`config.mk`:
```
export PLATFORM = sky130hd
export DESIGN_NAME = car_channel_sequencer_flat
export DESIGN_NICKNAME = d
export VERILOG_FILES = /design/src/rtl/car_channel_sequencer_if.sv /design/src/rtl/car_channel_sequencer.sv /design/src/flat_wrapper.sv
export SDC_FILE = /design/constraint.sdc
export NUM_CORES = 2
export LEC_CHECK = 0
export CAP_MARGIN = 15
export CORE_MARGIN = 3
export CORE_UTILIZATION = 62
export CTS_CLUSTER_DIAMETER = 30
export DETAILED_ROUTE_END_ITERATION = 10
export PLACE_DENSITY = 0.91
export SYNTH_ARGS = -nofsm -noshare
export SYNTH_HDL_FRONTEND = slang
export SYNTH_SLANG_ARGS = --single-unit
```
`constraint.sdc`:
```
create_clock -name clk -period 5.9 [get_ports clk]
set_input_delay 0.885 -clock clk [delete_from_list [all_inputs] [get_ports clk]]
set_output_delay 0.885 -clock clk [all_outputs]
set_load 0.005 [all_outputs]
```
`src/rtl/car_channel_sequencer_if.sv`:
```
// Bundle of sample-in, config, car_compute and channel-out signals for the
// CAR channel sequencer. The sequencer connects through the slave modport;
// whatever drives it (the surrounding stage or a bench) uses master.
interface car_channel_sequencer_if #(
    parameter int unsigned NUM_CHANNELS            = 8,
    parameter int unsigned CH_W                    = $clog2(NUM_CHANNELS),
    parameter int unsigned NUM_BIT_RESOLUTION_DATA = 31,
    parameter int unsigned NUM_BIT_RESOLUTION_PARA = 9
);
    // Upstream sample
    logic [NUM_BIT_RESOLUTION_DATA-1:0] x_i;
    logic                               valid_i;
    logic                               ready_o;

    // Parameter configuration and state clear
    logic                               cfg_we_i;
    logic [CH_W-1:0]                    cfg_ch_i;
    logic [NUM_BIT_RESOLUTION_PARA-1:0] cfg_a0_i;
    logic [NUM_BIT_RESOLUTION_PARA-1:0] cfg_c0_i;
    logic [NUM_BIT_RESOLUTION_PARA-1:0] cfg_r_i;
    logic [NUM_BIT_RESOLUTION_PARA-1:0] cfg_g_i;
    logic [NUM_BIT_RESOLUTION_PARA-1:0] cfg_h_i;
    logic                               clr_state_i;

    // Request to car_compute
    logic [NUM_BIT_RESOLUTION_DATA-1:0] car_z1_o;
    logic [NUM_BIT_RESOLUTION_DATA-1:0] car_z2_o;
    logic [NUM_BIT_RESOLUTION_DATA-1:0] car_x_o;
    logic [NUM_BIT_RESOLUTION_PARA-1:0] car_a0_o;
    logic [NUM_BIT_RESOLUTION_PARA-1:0] car_c0_o;
    logic [NUM_BIT_RESOLUTION_PARA-1:0] car_r_o;
    logic [NUM_BIT_RESOLUTION_PARA-1:0] car_g_o;
    logic [NUM_BIT_RESOLUTION_PARA-1:0] car_h_o;
    logic                               car_valid_o;
    logic                               car_ready_i;

    // Response from car_compute
    logic [NUM_BIT_RESOLUTION_DATA-1:0] car_z1_i;
    logic [NUM_BIT_RESOLUTION_DATA-1:0] car_z2_i;
    logic [NUM_BIT_RESOLUTION_DATA-1:0] car_y_i;
    logic                               car_valid_i;
    logic                               car_ready_o;

    // Downstream channel output
    logic [NUM_BIT_RESOLUTION_DATA-1:0] y_o;
    logic [CH_W-1:0]                    ch_o;
    logic                               last_o;
    logic                               valid_o;
    logic                               ready_i;

    modport slave (
        input  x_i, valid_i, cfg_we_i, cfg_ch_i, cfg_a0_i, cfg_c0_i, cfg_r_i, cfg_g_i, cfg_h_i,
        input  clr_state_i, car_ready_i, car_z1_i, car_z2_i, car_y_i, car_valid_i, ready_i,
        output ready_o, car_z1_o, car_z2_o, car_x_o, car_a0_o, car_c0_o, car_r_o, car_g_o,
        output car_h_o, car_valid_o, car_ready_o, y_o, ch_o, last_o, valid_o
    );

    modport master (
        output x_i, valid_i, cfg_we_i, cfg_ch_i, cfg_a0_i, cfg_c0_i, cfg_r_i, cfg_g_i, cfg_h_i,
        output clr_state_i, car_ready_i, car_z1_i, car_z2_i, car_y_i, car_valid_i, ready_i,
        input  ready_o, car_z1_o, car_z2_o, car_x_o, car_a0_o, car_c0_o, car_r_o, car_g_o,
        input  car_h_o, car_valid_o, car_ready_o, y_o, ch_o, last_o, valid_o
    );
endinterface

```
`src/rtl/car_channel_sequencer.sv`:
```
// CAR channel sequencer: walks one audio sample through every channel of the
// cascade, feeding car_compute with per-channel state and parameters, writing
// the updated state back and forwarding each channel's y downstream.
module car_channel_sequencer #(
    parameter int unsigned NUM_CHANNELS            = 8,
    parameter int unsigned CH_W                    = $clog2(NUM_CHANNELS),
    parameter int unsigned NUM_BIT_RESOLUTION_DATA = 31,
    parameter int unsigned NUM_BIT_RESOLUTION_PARA = 9
) (
    input logic                    clk,
    input logic                    rst_i,
    car_channel_sequencer_if.slave bus
);
    localparam int unsigned DW = NUM_BIT_RESOLUTION_DATA;
    localparam int unsigned PW = NUM_BIT_RESOLUTION_PARA;
    localparam logic [CH_W-1:0] LastCh = CH_W'(NUM_CHANNELS - 1);

    typedef enum logic [1:0] {StIdle, StIssue, StWait, StEmit} state_e;

    state_e          state_q, state_d;
    logic [CH_W-1:0] ch_q, ch_d;
    logic [DW-1:0]   cur_x_q, cur_x_d;
    logic [DW-1:0]   y_q, y_d;

    logic [DW-1:0] z1_q [NUM_CHANNELS];
    logic [DW-1:0] z1_d [NUM_CHANNELS];
    logic [DW-1:0] z2_q [NUM_CHANNELS];
    logic [DW-1:0] z2_d [NUM_CHANNELS];
    logic [PW-1:0] a0_q [NUM_CHANNELS];
    logic [PW-1:0] a0_d [NUM_CHANNELS];
    logic [PW-1:0] c0_q [NUM_CHANNELS];
    logic [PW-1:0] c0_d [NUM_CHANNELS];
    logic [PW-1:0] r_q  [NUM_CHANNELS];
    logic [PW-1:0] r_d  [NUM_CHANNELS];
    logic [PW-1:0] g_q  [NUM_CHANNELS];
    logic [PW-1:0] g_d  [NUM_CHANNELS];
    logic [PW-1:0] h_q  [NUM_CHANNELS];
    logic [PW-1:0] h_d  [NUM_CHANNELS];

    logic issue, emit;
    assign issue = (state_q == StIssue);
    assign emit  = (state_q == StEmit);

    // Next state: sample acceptance, config/clear (IDLE only), state write-back, channel step
    always_comb begin
        state_d = state_q;
        ch_d    = ch_q;
        cur_x_d = cur_x_q;
        y_d     = y_q;
        z1_d    = z1_q;
        z2_d    = z2_q;
        a0_d    = a0_q;
        c0_d    = c0_q;
        r_d     = r_q;
        g_d     = g_q;
        h_d     = h_q;
        unique case (state_q)
            StIdle: begin
                if (bus.cfg_we_i && (32'(bus.cfg_ch_i) < NUM_CHANNELS)) begin
                    a0_d[bus.cfg_ch_i] = bus.cfg_a0_i;
                    c0_d[bus.cfg_ch_i] = bus.cfg_c0_i;
                    r_d[bus.cfg_ch_i]  = bus.cfg_r_i;
                    g_d[bus.cfg_ch_i]  = bus.cfg_g_i;
                    h_d[bus.cfg_ch_i]  = bus.cfg_h_i;
                end
                // A clear coinciding with a new sample still lands before channel 0 issues
                if (bus.clr_state_i) begin
                    for (int i = 0; i < int'(NUM_CHANNELS); i++) begin
                        z1_d[i] = '0;
                        z2_d[i] = '0;
                    end
                end
                if (bus.valid_i) begin
                    cur_x_d = bus.x_i;
                    ch_d    = '0;
                    state_d = StIssue;
                end
            end
            StIssue: begin
                if (bus.car_ready_i) state_d = StWait;
            end
            StWait: begin
                if (bus.car_valid_i) begin
                    z1_d[ch_q] = bus.car_z1_i;
                    z2_d[ch_q] = bus.car_z2_i;
                    y_d        = bus.car_y_i;
                    // This channel's output is the next channel's input
                    cur_x_d    = bus.car_y_i;
                    state_d    = StEmit;
                end
            end
            StEmit: begin
                if (bus.ready_i) begin
                    if (ch_q == LastCh) begin
                        state_d = StIdle;
                    end else begin
                        ch_d    = ch_q + CH_W'(1);
                        state_d = StIssue;
                    end
                end
            end
            default: state_d = StIdle;
        endcase
    end

    // State and memory registers with synchronous clear
    always_ff @(posedge clk) begin
        if (rst_i) begin
            state_q <= StIdle;
            ch_q    <= '0;
            cur_x_q <= '0;
            y_q     <= '0;
            z1_q    <= '{default: '0};
            z2_q    <= '{default: '0};
            a0_q    <= '{default: '0};
            c0_q    <= '{default: '0};
            r_q     <= '{default: '0};
            g_q     <= '{default: '0};
            h_q     <= '{default: '0};
        end else begin
            state_q <= state_d;
            ch_q    <= ch_d;
            cur_x_q <= cur_x_d;
            y_q     <= y_d;
            z1_q    <= z1_d;
            z2_q    <= z2_d;
            a0_q    <= a0_d;
            c0_q    <= c0_d;
            r_q     <= r_d;
            g_q     <= g_d;
            h_q     <= h_d;
        end
    end

    // Outputs decode straight from registered state; data buses read 0 outside their phase
    assign bus.ready_o     = (state_q == StIdle);
    assign bus.car_valid_o = issue;
    assign bus.car_ready_o = (state_q == StWait);
    assign bus.car_x_o     = issue ? cur_x_q : '0;
    assign bus.car_z1_o    = issue ? z1_q[ch_q] : '0;
    assign bus.car_z2_o    = issue ? z2_q[ch_q] : '0;
    assign bus.car_a0_o    = issue ? a0_q[ch_q] : '0;
    assign bus.car_c0_o    = issue ? c0_q[ch_q] : '0;
    assign bus.car_r_o     = issue ? r_q[ch_q] : '0;
    assign bus.car_g_o     = issue ? g_q[ch_q] : '0;
    assign bus.car_h_o     = issue ? h_q[ch_q] : '0;
    assign bus.valid_o     = emit;
    assign bus.y_o         = emit ? y_q : '0;
    assign bus.ch_o        = emit ? ch_q : '0;
    assign bus.last_o      = emit && (ch_q == LastCh);
endmodule

```
`src/flat_wrapper.sv`:
```
// flat-port wrapper written by rule: the top's interface ports become plain ports
module car_channel_sequencer_flat 
#(
    parameter int unsigned NUM_CHANNELS            = 8,
    parameter int unsigned CH_W                    = $clog2(NUM_CHANNELS),
    parameter int unsigned NUM_BIT_RESOLUTION_DATA = 31,
    parameter int unsigned NUM_BIT_RESOLUTION_PARA = 9
)
  (clk, rst_i, bus_x_i, bus_valid_i, bus_cfg_we_i, bus_cfg_ch_i, bus_cfg_a0_i, bus_cfg_c0_i, bus_cfg_r_i, bus_cfg_g_i, bus_cfg_h_i, bus_clr_state_i, bus_car_ready_i, bus_car_z1_i, bus_car_z2_i, bus_car_y_i, bus_car_valid_i, bus_ready_i, bus_ready_o, bus_car_z1_o, bus_car_z2_o, bus_car_x_o, bus_car_a0_o, bus_car_c0_o, bus_car_r_o, bus_car_g_o, bus_car_h_o, bus_car_valid_o, bus_car_ready_o, bus_y_o, bus_ch_o, bus_last_o, bus_valid_o);
  car_channel_sequencer_if #(.NUM_CHANNELS(NUM_CHANNELS), .CH_W(CH_W), .NUM_BIT_RESOLUTION_DATA(NUM_BIT_RESOLUTION_DATA), .NUM_BIT_RESOLUTION_PARA(NUM_BIT_RESOLUTION_PARA)) bus_i ();
  input logic clk;
  input logic rst_i;
  input wire logic [$bits(bus_i.x_i)-1:0] bus_x_i;
  input wire logic [$bits(bus_i.valid_i)-1:0] bus_valid_i;
  input wire logic [$bits(bus_i.cfg_we_i)-1:0] bus_cfg_we_i;
  input wire logic [$bits(bus_i.cfg_ch_i)-1:0] bus_cfg_ch_i;
  input wire logic [$bits(bus_i.cfg_a0_i)-1:0] bus_cfg_a0_i;
  input wire logic [$bits(bus_i.cfg_c0_i)-1:0] bus_cfg_c0_i;
  input wire logic [$bits(bus_i.cfg_r_i)-1:0] bus_cfg_r_i;
  input wire logic [$bits(bus_i.cfg_g_i)-1:0] bus_cfg_g_i;
  input wire logic [$bits(bus_i.cfg_h_i)-1:0] bus_cfg_h_i;
  input wire logic [$bits(bus_i.clr_state_i)-1:0] bus_clr_state_i;
  input wire logic [$bits(bus_i.car_ready_i)-1:0] bus_car_ready_i;
  input wire logic [$bits(bus_i.car_z1_i)-1:0] bus_car_z1_i;
  input wire logic [$bits(bus_i.car_z2_i)-1:0] bus_car_z2_i;
  input wire logic [$bits(bus_i.car_y_i)-1:0] bus_car_y_i;
  input wire logic [$bits(bus_i.car_valid_i)-1:0] bus_car_valid_i;
  input wire logic [$bits(bus_i.ready_i)-1:0] bus_ready_i;
  output wire logic [$bits(bus_i.ready_o)-1:0] bus_ready_o;
  output wire logic [$bits(bus_i.car_z1_o)-1:0] bus_car_z1_o;
  output wire logic [$bits(bus_i.car_z2_o)-1:0] bus_car_z2_o;
  output wire logic [$bits(bus_i.car_x_o)-1:0] bus_car_x_o;
  output wire logic [$bits(bus_i.car_a0_o)-1:0] bus_car_a0_o;
  output wire logic [$bits(bus_i.car_c0_o)-1:0] bus_car_c0_o;
  output wire logic [$bits(bus_i.car_r_o)-1:0] bus_car_r_o;
  output wire logic [$bits(bus_i.car_g_o)-1:0] bus_car_g_o;
  output wire logic [$bits(bus_i.car_h_o)-1:0] bus_car_h_o;
  output wire logic [$bits(bus_i.car_valid_o)-1:0] bus_car_valid_o;
  output wire logic [$bits(bus_i.car_ready_o)-1:0] bus_car_ready_o;
  output wire logic [$bits(bus_i.y_o)-1:0] bus_y_o;
  output wire logic [$bits(bus_i.ch_o)-1:0] bus_ch_o;
  output wire logic [$bits(bus_i.last_o)-1:0] bus_last_o;
  output wire logic [$bits(bus_i.valid_o)-1:0] bus_valid_o;
  assign bus_i.x_i = bus_x_i;
  assign bus_i.valid_i = bus_valid_i;
  assign bus_i.cfg_we_i = bus_cfg_we_i;
  assign bus_i.cfg_ch_i = bus_cfg_ch_i;
  assign bus_i.cfg_a0_i = bus_cfg_a0_i;
  assign bus_i.cfg_c0_i = bus_cfg_c0_i;
  assign bus_i.cfg_r_i = bus_cfg_r_i;
  assign bus_i.cfg_g_i = bus_cfg_g_i;
  assign bus_i.cfg_h_i = bus_cfg_h_i;
  assign bus_i.clr_state_i = bus_clr_state_i;
  assign bus_i.car_ready_i = bus_car_ready_i;
  assign bus_i.car_z1_i = bus_car_z1_i;
  assign bus_i.car_z2_i = bus_car_z2_i;
  assign bus_i.car_y_i = bus_car_y_i;
  assign bus_i.car_valid_i = bus_car_valid_i;
  assign bus_i.ready_i = bus_ready_i;
  assign bus_ready_o = bus_i.ready_o;
  assign bus_car_z1_o = bus_i.car_z1_o;
  assign bus_car_z2_o = bus_i.car_z2_o;
  assign bus_car_x_o = bus_i.car_x_o;
  assign bus_car_a0_o = bus_i.car_a0_o;
  assign bus_car_c0_o = bus_i.car_c0_o;
  assign bus_car_r_o = bus_i.car_r_o;
  assign bus_car_g_o = bus_i.car_g_o;
  assign bus_car_h_o = bus_i.car_h_o;
  assign bus_car_valid_o = bus_i.car_valid_o;
  assign bus_car_ready_o = bus_i.car_ready_o;
  assign bus_y_o = bus_i.y_o;
  assign bus_ch_o = bus_i.ch_o;
  assign bus_last_o = bus_i.last_o;
  assign bus_valid_o = bus_i.valid_o;
  car_channel_sequencer #(.NUM_CHANNELS(NUM_CHANNELS), .CH_W(CH_W), .NUM_BIT_RESOLUTION_DATA(NUM_BIT_RESOLUTION_DATA), .NUM_BIT_RESOLUTION_PARA(NUM_BIT_RESOLUTION_PARA)) u_core (.clk(clk), .rst_i(rst_i), .bus(bus_i));
endmodule
```
==> results.json <==
{
  "status": "finished with violations",
  "violations": "DRC",
  "crit_path_start_kind": "flop",
  "wl_per_cell_um": 24.0,
  "crit_slowest_cell": "dfxtp_4",
  "netlist_instances": 4715,
  "start_util": 0.630,
  "syn_area_um2": 40000,
  "die-area_um2": 67600,
  "ys.warnings.count": 0,
  "routabilityCongestion": 0.855,
  "worstPathRequired_ns": 5.02,
  "crit_fanout": 71,
  "antenna_found_initial": 11,
  "fin_crit_ns": 5.18,
  "hold_class": "flop to flop",
  "area_delta_synth_final_pct": 21.6,
  "io_pins": 357,
  "fin_skew_ns": 0.0396,
  "hp-start": "u_core.y_q[4]",
  "max_freq_mhz": 193,
  "setup_tns_ns": 0,
  "grt_pass1_vias": 38492,
  "cp.arrival_ns": 4.30,
  "die_y_um": 260,
  "seq_area_um2": 18500,
  "ant_nets": 0,
  "synth.most_common_cell": "dfxtp_1",
  "cts_root_buf": "clkbuf_16",
  "p_leak_nw": 16.1,
  "power.density_nw_per_um2": 424,
  "multiInputGateArea_um2": 19200,
  "holdWs_ns": 0.450,
  "routed_wl_um": 138000,
  "endpoint_kind": "output pin",
  "ys_types": 51,
  "grt_overflow": 0,
  "synth_area_leaders": "dfxtp_1 46%, a22oi_1 11%, nand2_1 7.7%",
  "dpl_cell_area_um2": 42900,
  "drv_slew": 0,
  "setup_viol": 0,
  "synth_nets": 4903,
  "rsz0062_at_grt": "no",
  "core-area_um2": 63400,
  "critical_path_class": "flop to output pin",
  "path_clk_slew_ns": 0.05,
  "die_w_um": 260,
  "nets": 4927,
  "drt_iter0_markers": 6156,
  "rows": 92,
  "synthFlopType": "dfxtp_1",
  "cts-buffers-inserted": 159,
  "grt_usage": 0.390,
  "yosys.area.top_type_share": 0.462,
  "cp_cell_sequence": "buf_4, mux2i_1, a22oi_1, o21ai_0, a21boi_0, clkdlybuf4s50_1",
  "slew_headroom": 0.146,
  "port_buffers": 356,
  "synth_largest_area_cell": "dfxtp_1",
  "drc": 2,
  "ys_seq_elements": 923,
  "clock_path_buffers": 3,
  "startpoint": "u_core.ch_q[1]",
  "fin_crit_sh": 0.878,
  "h-tree-depth": 4,
  "drive_gt1_frac": 0.115,
  "fillers": 3884,
  "vias_per_cell": 6.83,
  "ctsHoldBuffers": 0,
  "synth_edf_count": 0,
  "finalHoldViolCount": 0,
  "cts_resized": 0,
  "hpwl_um": 70400,
  "grt_pass1_wl_um": 210000,
  "drv_cap": 0,
  "post_cts_buffers": 0,
  "r2r_start": "u_core.ch_q[0]",
  "grt_max_degree": 187,
  "design_area_um2": 48600,
  "tightest_slew_ns": 1.28,
  "cts_sinks": 923,
  "route.vias.total": 39142,
  "cts_tree": "done",
  "synthTopCellsByCount": "923 x dfxtp_1, 815 x nand2_1, 582 x a22oi_1, 534 x a21oi_1, 502 x nor2_1",
  "cpPeakStageDelay_ns": 0.94,
  "syn_area_per_cell_um2": 8.48,
  "insertion_delay_ns": 0.74,
  "first_pass_iters": 11,
  "vdd_drop_max_mv": 0.584,
  "seq_area_frac_synth": 0.462,
  "async_flop_share": 0
}
## final cells by class
cell class	instances	area share
inverters	4	0.000309
well taps	846	0.0218
flip-flops and latches	923	0.380
multi-input cells	3230	0.394
clock buffers	202	0.0919
clock inverters	93	0.0248
repair buffers	421	0.0863
diodes	9	0.000463
## placed cells by master (no fill, tap or decap), types with 12 or more instances in the layout
cell type        netlist  layout
dfxtp_1              923     920
nand2_1              815     815
a22oi_1              582     582
a21oi_1              534     534
nor2_1               502     494
clkdlybuf4s50_1        0     355
clkbuf_16              0     166
a221oi_1             139     139
and2_1               137     135
mux2i_1              101     101
o21a_1                73      73
a22oi_2               60      60
nor2_2                60      60
buf_4                  7      53
mux4_2                34      34
a211oi_1              31      31
nor2b_1               26      22
o21ai_0               19      19
a31oi_1               18      18
clkbuf_1             306      18
clkbuf_8               0      18
bufinv_16              0      17
clkinvlp_4             0      17
inv_6                  0      16
clkinv_2               0      14
or2_2                 13      13
clkinv_4               0      12
## logic make-up after synthesis
group,count (synthesis),share of synthesized area
adders and majority gates,8,0.00250
DFF,923,0.462
muxes,145,0.0473
and+or+nand+nor,1584,0.168
AOI/OAI and AO/OA,1493,0.257
buffers and inverters,562,0.0629
## sequential cells by signal, indices dropped and copies added, names as in the netlist
| signal | count |
|---|---|
| u_core.a0_q | 72 |
| u_core.c0_q | 72 |
| u_core.ch_q | 3 |
| u_core.cur_x_q | 31 |
| u_core.g_q | 72 |
| u_core.h_q | 72 |
| u_core.r_q | 72 |
| u_core.state_q | 2 |
| u_core.y_q | 31 |
| u_core.z1_q | 248 |
| u_core.z2_q | 248 |
## through the flow
stage,std cells,power [mW],setup WS [ns],utilization
2_1_floorplan,4715,9.52,3.40,-
3_3_place_gp,5421,10.8,1.66,0.676
3_5_place_dp,5421,10.8,1.63,0.676
4_1_cts,5716,20.4,0.752,0.766
5_1_grt,5727,21.1,0.599,0.767
6_report,5728,20.6,0.718,0.767
## worst max-delay path, delay by kind of cell, from the launching register on
kind,cells,cell delay (ns)
buffers and inverters,2,1.55
flip-flops,1,0.94
AO/OA/AOI/OAI,3,0.87
multiplexers,1,0.17
## power breakdown
part           leakage (nW)  switching (mW)  internal (mW)
logic                  5.87            3.37          0.979
registers              7.45           0.149           6.49
clock network          2.74            3.42           6.20
total                  16.1            6.94           13.7
## final timing paths
path                            to  cells past startpoint  slack (ns)
setup / recovery    bus_car_r_o[4]                      6        0.72
hold / removal       u_core.y_q[4]                      2        0.45
setup reg to reg  u_core.z1_q[151]                      6        1.68
hold reg to reg      u_core.y_q[4]                      2        0.45
## per-layer routing
layer	vias up	track usage	wire, µm
li1	16653	-	-
met1	18445	0.472	48400
met2	3355	0.602	62400
met3	683	0.119	19200
met4	6	0.252	7660
met5	-	0	45
No activity file was read; power rests on OpenSTA's default activity.
